## config.mk

```make
export PLATFORM = sky130hd
export DESIGN_NAME = bullet_fire_ctrl_flat
export DESIGN_NICKNAME = d
export VERILOG_FILES = /design/src/rtl/bullet_fire_ctrl_if.sv /design/src/rtl/bullet_fire_ctrl.sv /design/src/flat_wrapper.sv
export SDC_FILE = /design/constraint.sdc
export NUM_CORES = 1
export LEC_CHECK = 0
export BUFFER_PORTS_ARGS = -buffer_cell sky130_fd_sc_hd__buf_2
export CAP_MARGIN = 20
export CORE_ASPECT_RATIO = 0.8
export CORE_MARGIN = 4
export CORE_UTILIZATION = 45
export CTS_BUF_LIST = sky130_fd_sc_hd__clkbuf_4 sky130_fd_sc_hd__clkbuf_8 sky130_fd_sc_hd__clkbuf_16
export DETAILED_ROUTE_END_ITERATION = 7
export RECOVER_POWER = 25
export SLEW_MARGIN = 20
export SYNTH_ARGS = -nofsm -noshare
export SYNTH_HDL_FRONTEND = slang
export SYNTH_SLANG_ARGS = --single-unit
```

## constraint.sdc

```tcl
create_clock -name clk_run -period 2.72 [get_ports clk_run]
set_clock_uncertainty 0.15 [all_clocks]
set_input_delay 0.272 -clock clk_run [delete_from_list [all_inputs] [get_ports clk_run]]
set_output_delay 0.272 -clock clk_run [all_outputs]
set_load 0.01 [all_outputs]
```

## src/rtl/bullet_fire_ctrl_if.sv

```systemverilog
// Handshake bundle between the game-state logic (master) and the fire scheduler (slave).
`timescale 1ns/1ps
interface bullet_fire_ctrl_if #(
  parameter int unsigned BULLET_NUM = 8,
  parameter int unsigned IDX_W      = 3
);
  logic                  run_i;
  logic [BULLET_NUM-1:0] slot_busy_i;
  logic                  powerup_i;
  logic                  shoot_o;
  logic [IDX_W-1:0]      shoot_idx_o;
  logic                  mode_o;
  logic                  pending_o;
  logic [3:0]            double_left_o;

  modport master (
    output run_i, slot_busy_i, powerup_i,
    input  shoot_o, shoot_idx_o, mode_o, pending_o, double_left_o
  );

  modport slave (
    input  run_i, slot_busy_i, powerup_i,
    output shoot_o, shoot_idx_o, mode_o, pending_o, double_left_o
  );
endinterface

```

## src/rtl/bullet_fire_ctrl.sv

```systemverilog
// Player fire scheduler: shot cadence, circular free-slot allocation and timed double-shot mode.
`timescale 1ns/1ps
module bullet_fire_ctrl #(
  parameter int unsigned BULLET_NUM    = 8,
  parameter int unsigned IDX_W         = 3,
  parameter int unsigned CNT_MAX_SHOOT = 50_000_000,
  parameter int unsigned CNT_W         = 26,
  parameter int unsigned DOUBLE_TICKS  = 8,
  parameter int unsigned TICK_CYCLES   = 250_000_000,
  parameter int unsigned TICK_W        = 28
) (
  input logic                clk_run,
  input logic                rst_n,
  bullet_fire_ctrl_if.slave  bus_io
);

  localparam logic [CNT_W-1:0]  CntLast  = CNT_W'(CNT_MAX_SHOOT - 1);
  localparam logic [TICK_W-1:0] TickLast = TICK_W'(TICK_CYCLES - 1);
  localparam logic [3:0]        DlLoad   = (DOUBLE_TICKS > 15) ? 4'd15 : 4'(DOUBLE_TICKS);
  localparam logic [IDX_W-1:0]  IdxLast  = IDX_W'(BULLET_NUM - 1);

  typedef enum logic [1:0] {StIdle, StRun, StWait, StPause} state_e;

  state_e                state_q, state_d;
  logic [CNT_W-1:0]      cnt_q, cnt_d;
  logic [TICK_W-1:0]     presc_q, presc_d;
  logic [3:0]            dl_q, dl_d;
  logic                  mode_q, mode_d;
  logic                  shot_mode_q, shot_mode_d;
  logic                  shoot_q, shoot_d;
  logic [IDX_W-1:0]      idx_q, idx_d;
  logic [IDX_W-1:0]      last_q, last_d;
  logic [1:0]            blk_q, blk_d;

  logic                  active, fire_due, tick_wrap, pu_take, fire, found;
  logic [IDX_W-1:0]      sel_idx;
  logic [BULLET_NUM-1:0] blk_mask, avail;

  assign active    = (state_q != StIdle) && bus_io.run_i;
  assign fire_due  = active && (cnt_q == CntLast);
  assign tick_wrap = active && (presc_q == TickLast);
  assign pu_take   = bus_io.powerup_i && bus_io.run_i &&
                     ((state_q == StRun) || (state_q == StWait));

  // The slot just loaded stays reserved while the datapath latches it.
  always_comb begin
    blk_mask = '0;
    if (blk_q != 2'd0) blk_mask[last_q] = 1'b1;
  end

  assign avail = ~bus_io.slot_busy_i & ~blk_mask;

  // Circular search starting after the last slot used; descending loop so the nearest wins.
  always_comb begin
    int unsigned pos;
    found   = 1'b0;
    sel_idx = '0;
    pos     = 0;
    for (int k = int'(BULLET_NUM) - 1; k >= 0; k--) begin
      pos = int'(last_q) + 1 + k;
      if (pos >= BULLET_NUM) pos = pos - BULLET_NUM;
      if (avail[pos]) begin
        found   = 1'b1;
        sel_idx = IDX_W'(pos);
      end
    end
  end

  always_comb begin
    state_d = state_q;
    fire    = 1'b0;
    unique case (state_q)
      StIdle: begin
        if (bus_io.run_i) state_d = StRun;
      end
      StRun, StWait, StPause: begin
        if (!bus_io.run_i) begin
          state_d = StPause;
        end else if (fire_due || (state_q == StWait)) begin
          if (found) begin
            fire    = 1'b1;
            state_d = StRun;
          end else begin
            state_d = StWait;
          end
        end else begin
          state_d = StRun;
        end
      end
      default: state_d = StIdle;
    endcase
  end

  always_comb begin
    cnt_d       = cnt_q;
    presc_d     = presc_q;
    dl_d        = dl_q;
    mode_d      = mode_q;
    shoot_d     = fire;
    idx_d       = idx_q;
    last_d      = last_q;
    shot_mode_d = shot_mode_q;
    blk_d       = (blk_q != 2'd0) ? blk_q - 2'd1 : 2'd0;

    if (state_q == StIdle) begin
      cnt_d   = '0;
      presc_d = '0;
      dl_d    = 4'd0;
      mode_d  = 1'b0;
    end else begin
      if (active) cnt_d = (cnt_q == CntLast) ? '0 : cnt_q + 1'b1;
      if (pu_take) begin
        presc_d = '0;
        dl_d    = DlLoad;
        mode_d  = 1'b1;
      end else if (active) begin
        presc_d = (presc_q == TickLast) ? '0 : presc_q + 1'b1;
        if (tick_wrap && (dl_q != 4'd0)) begin
          dl_d = dl_q - 4'd1;
          if (dl_q == 4'd1) mode_d = 1'b0;
        end
      end
    end

    // The shot keeps the mode that was in force before any same-edge power-up change.
    if (fire) begin
      idx_d       = sel_idx;
      last_d      = sel_idx;
      shot_mode_d = mode_q;
      blk_d       = 2'd3;
    end
  end

  always_ff @(posedge clk_run or negedge rst_n) begin
    if (!rst_n) begin
      state_q     <= StIdle;
      cnt_q       <= '0;
      presc_q     <= '0;
      dl_q        <= 4'd0;
      mode_q      <= 1'b0;
      shot_mode_q <= 1'b0;
      shoot_q     <= 1'b0;
      idx_q       <= '0;
      last_q      <= IdxLast;
      blk_q       <= 2'd0;
    end else begin
      state_q     <= state_d;
      cnt_q       <= cnt_d;
      presc_q     <= presc_d;
      dl_q        <= dl_d;
      mode_q      <= mode_d;
      shot_mode_q <= shot_mode_d;
      shoot_q     <= shoot_d;
      idx_q       <= idx_d;
      last_q      <= last_d;
      blk_q       <= blk_d;
    end
  end

  assign bus_io.shoot_o       = shoot_q;
  assign bus_io.shoot_idx_o   = idx_q;
  assign bus_io.mode_o        = shoot_q ? shot_mode_q : mode_q;
  assign bus_io.pending_o     = (state_q == StWait);
  assign bus_io.double_left_o = dl_q;

endmodule

```

## src/flat_wrapper.sv

```systemverilog
// flat-port wrapper written by rule: the top's interface ports become plain ports
module bullet_fire_ctrl_flat 
#(
  parameter int unsigned BULLET_NUM    = 8,
  parameter int unsigned IDX_W         = 3,
  parameter int unsigned CNT_MAX_SHOOT = 50_000_000,
  parameter int unsigned CNT_W         = 26,
  parameter int unsigned DOUBLE_TICKS  = 8,
  parameter int unsigned TICK_CYCLES   = 250_000_000,
  parameter int unsigned TICK_W        = 28
)
  (clk_run, rst_n, bus_io_run_i, bus_io_slot_busy_i, bus_io_powerup_i, bus_io_shoot_o, bus_io_shoot_idx_o, bus_io_mode_o, bus_io_pending_o, bus_io_double_left_o);
  bullet_fire_ctrl_if #(.BULLET_NUM(BULLET_NUM), .IDX_W(IDX_W)) bus_io_i ();
  input logic clk_run;
  input logic rst_n;
  input wire logic [$bits(bus_io_i.run_i)-1:0] bus_io_run_i;
  input wire logic [$bits(bus_io_i.slot_busy_i)-1:0] bus_io_slot_busy_i;
  input wire logic [$bits(bus_io_i.powerup_i)-1:0] bus_io_powerup_i;
  output wire logic [$bits(bus_io_i.shoot_o)-1:0] bus_io_shoot_o;
  output wire logic [$bits(bus_io_i.shoot_idx_o)-1:0] bus_io_shoot_idx_o;
  output wire logic [$bits(bus_io_i.mode_o)-1:0] bus_io_mode_o;
  output wire logic [$bits(bus_io_i.pending_o)-1:0] bus_io_pending_o;
  output wire logic [$bits(bus_io_i.double_left_o)-1:0] bus_io_double_left_o;
  assign bus_io_i.run_i = bus_io_run_i;
  assign bus_io_i.slot_busy_i = bus_io_slot_busy_i;
  assign bus_io_i.powerup_i = bus_io_powerup_i;
  assign bus_io_shoot_o = bus_io_i.shoot_o;
  assign bus_io_shoot_idx_o = bus_io_i.shoot_idx_o;
  assign bus_io_mode_o = bus_io_i.mode_o;
  assign bus_io_pending_o = bus_io_i.pending_o;
  assign bus_io_double_left_o = bus_io_i.double_left_o;
  bullet_fire_ctrl #(.BULLET_NUM(BULLET_NUM), .IDX_W(IDX_W), .CNT_MAX_SHOOT(CNT_MAX_SHOOT), .CNT_W(CNT_W), .DOUBLE_TICKS(DOUBLE_TICKS), .TICK_CYCLES(TICK_CYCLES), .TICK_W(TICK_W)) u_core (.clk_run(clk_run), .rst_n(rst_n), .bus_io(bus_io_i));
endmodule
```

Word level (Yosys, flattened, before mapping)
Cells that the tools add are included.
{"block": "totals", "word_cells": 149, "ff_bits": 71, "input_bits": 12}
{"block": "op_classes", "add_sub_neg": 20, "n_bitwise": 3, "n_reduce_logical": 20, "n_mux": 71, "magnitude_cmp": 18, "n_eq_ne": 7}
{"operator": "greater-or-equal comparator 32 x 4 -> 1 bit, second input constant", "count": 8}
{"operator": "< comparator 32 x 4 -> 1 bit, second input constant", "count": 8}
{"operator": "2-to-1 mux 32 bit", "count": 8}
{"operator": "subtractor 32 x 4 -> 32 bit, second input constant", "count": 8}
{"operator": "adder 32 x 4 -> 32 bit, second input constant", "count": 4}
{"operator": "2-to-1 mux 28 bit", "count": 4}
{"operator": "2-to-1 mux 26 bit", "count": 3}
{"operator": "adder 32 x 3 -> 32 bit, second input constant", "count": 2}
{"operator": "adder 32 x 2 -> 32 bit, second input constant", "count": 1}
{"operator": "adder 28 x 1 -> 28 bit, second input constant", "count": 1}
{"operator": "equality test 28 bit, second input constant", "count": 1}
{"operator": "2-to-1 mux 1 bit", "count": 27}
{"operator": "adder 26 x 1 -> 26 bit, second input constant", "count": 1}
{"operator": "equality test 26 bit, second input constant", "count": 1}
{"operator": "binary-select mux 1 bit (select 3 bit)", "count": 8}
{"operator": "2-to-1 mux 3 bit", "count": 8}
{"operator": "2-to-1 mux 4 bit", "count": 4}
{"operator": "inverter 8 bit", "count": 2}
{"operator": "2-to-1 mux 2 bit", "count": 6}
{"operator": "nonzero test 3 bit", "count": 3}
{"operator": "bitwise AND 8 bit", "count": 1}
{"operator": "2-to-1 mux 8 bit", "count": 1}
{"operator": "logical AND 1 bit", "count": 7}
{"operator": "nonzero test 2 bit", "count": 3}
{"operator": "17 further kinds", "count": 19}

Longest topological paths before layout
{"block": "logic_depth", "depth_word": 22, "depth_mapped": 11}

Least setup slack after synthesis
Ideal clock, no wire load.
{"block": "synth_path", "path_type": "flip-flop to flip-flop", "startpoint": "register u_core.last_q[1]", "endpoint": "register u_core.idx_q[1] (netlist: u_core.bus_io.shoot_idx_o[1])", "path_buffers": 0, "required_ns": 2.452, "slack_ns": -0.283, "synth_period_minus_slack_ns": 3.003, "stages_incl_launch_ff": 8, "arrival_ns": 2.735, "cell_sequence": "dfstp_2 -> ha_1 -> xor2_2 -> mux4_1 -> or3_2 -> a21oi_1 -> a311oi_2 -> a21o_1"}
{"block": "synth_via", "elab_chain_len": 21}
{"item": "from (decl)", "line": "bullet_fire_ctrl.sv:32", "rtl": "logic [IDX_W-1:0] last_q, last_d;"}
{"item": "from (signal assigned)", "line": "bullet_fire_ctrl.sv:144", "rtl": "last_q <= IdxLast;"}
{"item": "from (signal assigned)", "line": "bullet_fire_ctrl.sv:155", "rtl": "last_q <= last_d;"}
{"item": "parallel branches: the longest is 21 deep, another holds adder 32 x 4 -> 32 bit"}
{"item": "to (signal assigned)", "line": "bullet_fire_ctrl.sv:154", "rtl": "idx_q <= idx_d;"}
{"item": "to (decl)", "line": "bullet_fire_ctrl.sv:31", "rtl": "logic [IDX_W-1:0] idx_q, idx_d;"}
Parallel ways; which one is timed is not known. The select of a mux whose other input is x is not followed.
A chain may end at the register's enable or synchronous reset.

Worst setup path in the final report
Same ends and word-level chain as after synthesis.

==> impl_metrics.tcl <==
set metrics [dict create \
    status "finished, violations left" \
    violations "capacitance limit, slew limit, setup timing" \
    fin_area_um2 5760 \
    dr.pass1.iters 5 \
    dp_cells 713 \
    placed_area_um2 5300 \
    p_int_mw 2.08 \
    ys_async_sr_fraction 1.00 \
    critical_path.max_fanout 5 \
    synthDistinctLibCells 67 \
    power_frac_seq 0.409 \
    synth_nets 546 \
    drive_gt1_frac 0.238 \
    required_ns 2.80 \
    cp_slowest_cell "dfstp_2" \
    ys_seq_area_frac 0.384 \
    clkSlewWorstSetupHoldPaths_ns 0.06 \
    total_power_mw 2.84 \
    drt_iter0_markers 244 \
    vias 4156 \
    core_region_area_um2 9850 \
    grt_pass1_wl_um 20400 \
    vdd_drop_max_uv 386 \
    netlist_instances 521 \
    initial_core_util 0.471 \
    timing.final.ws_setup_ns -0.105 \
    cts_buffers 9 \
    max_freq_mhz 354 \
    cp-start-kind "flop" \
    rows 32 \
    cp.arrival_ns 2.90 \
    nets 616 \
    slew_headroom -0.0188 \
    post-route-min-period_ns 2.82 \
    gp_congestion 0.879 \
    final-instance-count-excl-fill 732 \
    grt_start_max_net_pins 31 \
    cts_tree "done" \
    p_clk_frac 0.424 \
    cts_root_buf "clkbuf_16" \
    grt_pass1_vias 4141 \
    setup_viol 4 \
    synth_warnings 0 \
    die_area_um2 12000 \
    holdCritPathClass "primary input to flop" \
    p_sw_uw 756 \
    grt_usage 0.209 \
    io_buffer_count 21 \
    die_w_um 122 \
    hold_viol 0 \
    postSynthAreaPerCell_um2 8.91 \
    htree_levels 3 \
    synth_edf_count 0 \
    cap_violations 1 \
    drcViolationCount 0 \
    antenna_cells 0 \
    worst_pin_slew_ns 1.53 \
    cp_slowest_stage_delay_ns 0.60 \
    rsz0062_at_grt "yes" \
    grt_util_met2 0.341 \
    syn-cell-area_um2 4640 \
    drv_slew 27 \
    ant_nets 0 \
    clock_latency_ns 0.33 \
    powerDensity_nw_per_um2 493 \
    grt_util_met1 0.288 \
    yosys_register_bits 71 \
    finalWirelength_um 11800 \
    viasPerCell 5.68 \
    worstPathCellList "ha_4 > xnor2_2 > mux4_1 > and2_2 > a2111oi_4 > a311oi_2 > a21o_1" \
    nFillCells 867 \
    endpoint_kind "flop" \
    setup_tns_ns -0.323 \
    path_class "flop to flop" \
    routedWlPerCell_um 16.1 \
    cts.path.max_buffers 2 \
    p_leak_nw 2.44 \
    busiest_layer "met2" \
    switching_share 0.266 \
    pin_count 22 \
    syn2layout_area_growth_pct 24.1 \
    comb_power_share 0.167 \
    hpwl_um 8610 \
    synthFlopType "dfrtp_1" \
    antenna_found_initial 0 \
    chipHeight_um 98.8 \
    grtUsageMet3 0.0384 \
    grt.overflow.total 0 \
    clock-sinks 71 \
    finalCritPeriodShare 1.04 \
]
[worst max-delay path: cells and delay by family, from the launching register on]
family	cells	cell delay, ns
DFF	1	0.60
and+or+nand+nor	1	0.24
xor gates and xnor gates	1	0.17
muxes	1	0.58
AOI/OAI and AO/OA	3	0.72
adders and majority gates	1	0.26
[cells in the mapped netlist, types with 2 or more instances]
cell type,number,share of area
a221o_1,3,0.0065
mux2_2,7,0.017
xor2_1,19,0.036
mux4_2,3,0.015
o31ai_1,11,0.018
nand3_1,32,0.035
nand3b_1,2,0.0032
and3_1,15,0.020
nand4_1,19,0.026
clkbuf_1,12,0.0097
or2_2,4,0.0054
o22ai_1,2,0.0027
clkbuf_8,3,0.0089
nor4_1,9,0.012
a221oi_1,5,0.0094
and2_1,3,0.0040
nor2_1,43,0.035
mux4_1,2,0.011
a31oi_1,3,0.0040
nor2b_1,11,0.015
o221ai_1,2,0.0038
and2_2,2,0.0032
dfstp_2,3,0.017
or4_1,3,0.0049
a211oi_1,3,0.0049
mux2i_1,10,0.022
nor3_1,4,0.0043
and2b_2,2,0.0038
buf_2,5,0.0054
ha_1,13,0.035
nand2b_1,3,0.0040
dfrtp_1,68,0.37
nand2_1,62,0.050
o41ai_1,3,0.0057
clkinv_1,2,0.0016
inv_1,17,0.014
a21oi_1,9,0.0097
xnor2_1,11,0.021
or4b_2,2,0.0043
and4_1,4,0.0075
o21ai_0,58,0.063
a21o_1,2,0.0032
[sequential cells by signal, indices dropped and copies added, names as in the netlist]
| name | cells |
|---|---|
| u_core.blk_q | 2 |
| u_core.bus_io.double_left_o | 4 |
| u_core.bus_io.shoot_idx_o | 3 |
| u_core.bus_io.shoot_o | 1 |
| u_core.cnt_q | 26 |
| u_core.last_q | 3 |
| u_core.mode_q | 1 |
| u_core.presc_q | 28 |
| u_core.shot_mode_q | 1 |
| u_core.state_q | 2 |
[logic make-up after synthesis]
group,after synthesis,synth area share
AOI/OAI and AO/OA,113,0.156
buffers and inverters,41,0.0426
xor gates and xnor gates,32,0.0636
and+or+nand+nor,228,0.252
adders and majority gates,13,0.0351
DFF,71,0.384
muxes,23,0.0677
[timing repair]
action / in CTS / in global routing
buffers inserted: 1 / 1
endpoints found under the setup margin: 6 / 19
hold buffers: 1 / 0
pin swaps: 4 / 6
gates resized for setup: 12 / 16
hold endpoints to repair: 24 / 0
[per-stage QoR]
stage	utilization	worst slack, ns	hold WS (ns)
after floorplan	-	-0.0830	-0.174
after global placement	0.538	-0.140	0.199
after detailed placement	0.538	-0.243	0.208
after CTS	0.579	-0.100	0.140
after global routing	0.585	-0.197	0.162
final	0.585	-0.105	0.145
[path summary, 6_finish.rpt]
path                       slack, ns                            from                                        to  depth (start not counted)
min in group asynchronous       0.71                           rst_n             u_core.state_q[1]$_DFFE_PN0P_                          2
min reg2reg                     0.33  u_core.shot_mode_q$_DFFE_PN0P_            u_core.shot_mode_q$_DFFE_PN0P_                          2
max reg2reg                    -0.10    u_core.last_q[1]$_DFFE_PN1P_  u_core.bus_io.shoot_idx_o[1]$_DFFE_PN0P_                          7
max                            -0.10    u_core.last_q[1]$_DFFE_PN1P_  u_core.bus_io.shoot_idx_o[1]$_DFFE_PN0P_                          7
max in group asynchronous       0.28                           rst_n              u_core.cnt_q[13]$_DFFE_PN0P_                          3
min                             0.15                bus_io_powerup_i                 u_core.mode_q$_DFFE_PN0P_                          3
[routing by layer]
| layer | share of wire | routed length, um |
|---|---|---|
| met1 | 0.47 | 5570 |
| met2 | 0.48 | 5680 |
| met3 | 0.035 | 413 |
| met4 | 0.013 | 157 |
| met5 | 0 | 0 |
[power groups by stage]
stage / clock, mW / combinational (mW) / sequential, mW
5_1_grt: 1.28 / 0.528 / 1.17
4_1_cts: 1.23 / 0.453 / 1.16
2_1_floorplan: 0 / 0.264 / 1.17
3_3_place_gp: 0 / 0.417 / 1.18
6_report: 1.20 / 0.474 / 1.16
3_5_place_dp: 0 / 0.427 / 1.18
[area by class of cell]
type | instances | area [um^2] | share of cell area
inverters | 20 | 75.1 | 0.0130
clock buffers | 11 | 253 | 0.0439
multi-input cells | 409 | 2840 | 0.493
repair buffers | 80 | 587 | 0.102
well taps | 136 | 170 | 0.0295
flip-flops and latches | 71 | 1780 | 0.309
clock inverters | 5 | 56.3 | 0.00978
[cell usage in the layout, fill, tap and decap left out, types with 7 or more instances in the layout]
cell type and count:
ha_1 11, o31ai_1 11, buf_2 13, nor2b_1 11, clkbuf_1 9, nand2_1 62
inv_1 17, mux2i_1 8, nand3_1 30, xnor2_1 10, a21oi_1 7, nor4_1 9
clkbuf_16 9, o21ai_0 56, nand4_1 19, nor2_1 43, dfrtp_1 68, and3_1 15
mux2_2 7, xor2_1 19, buf_4 53
(Power assumes the default switching activity.)
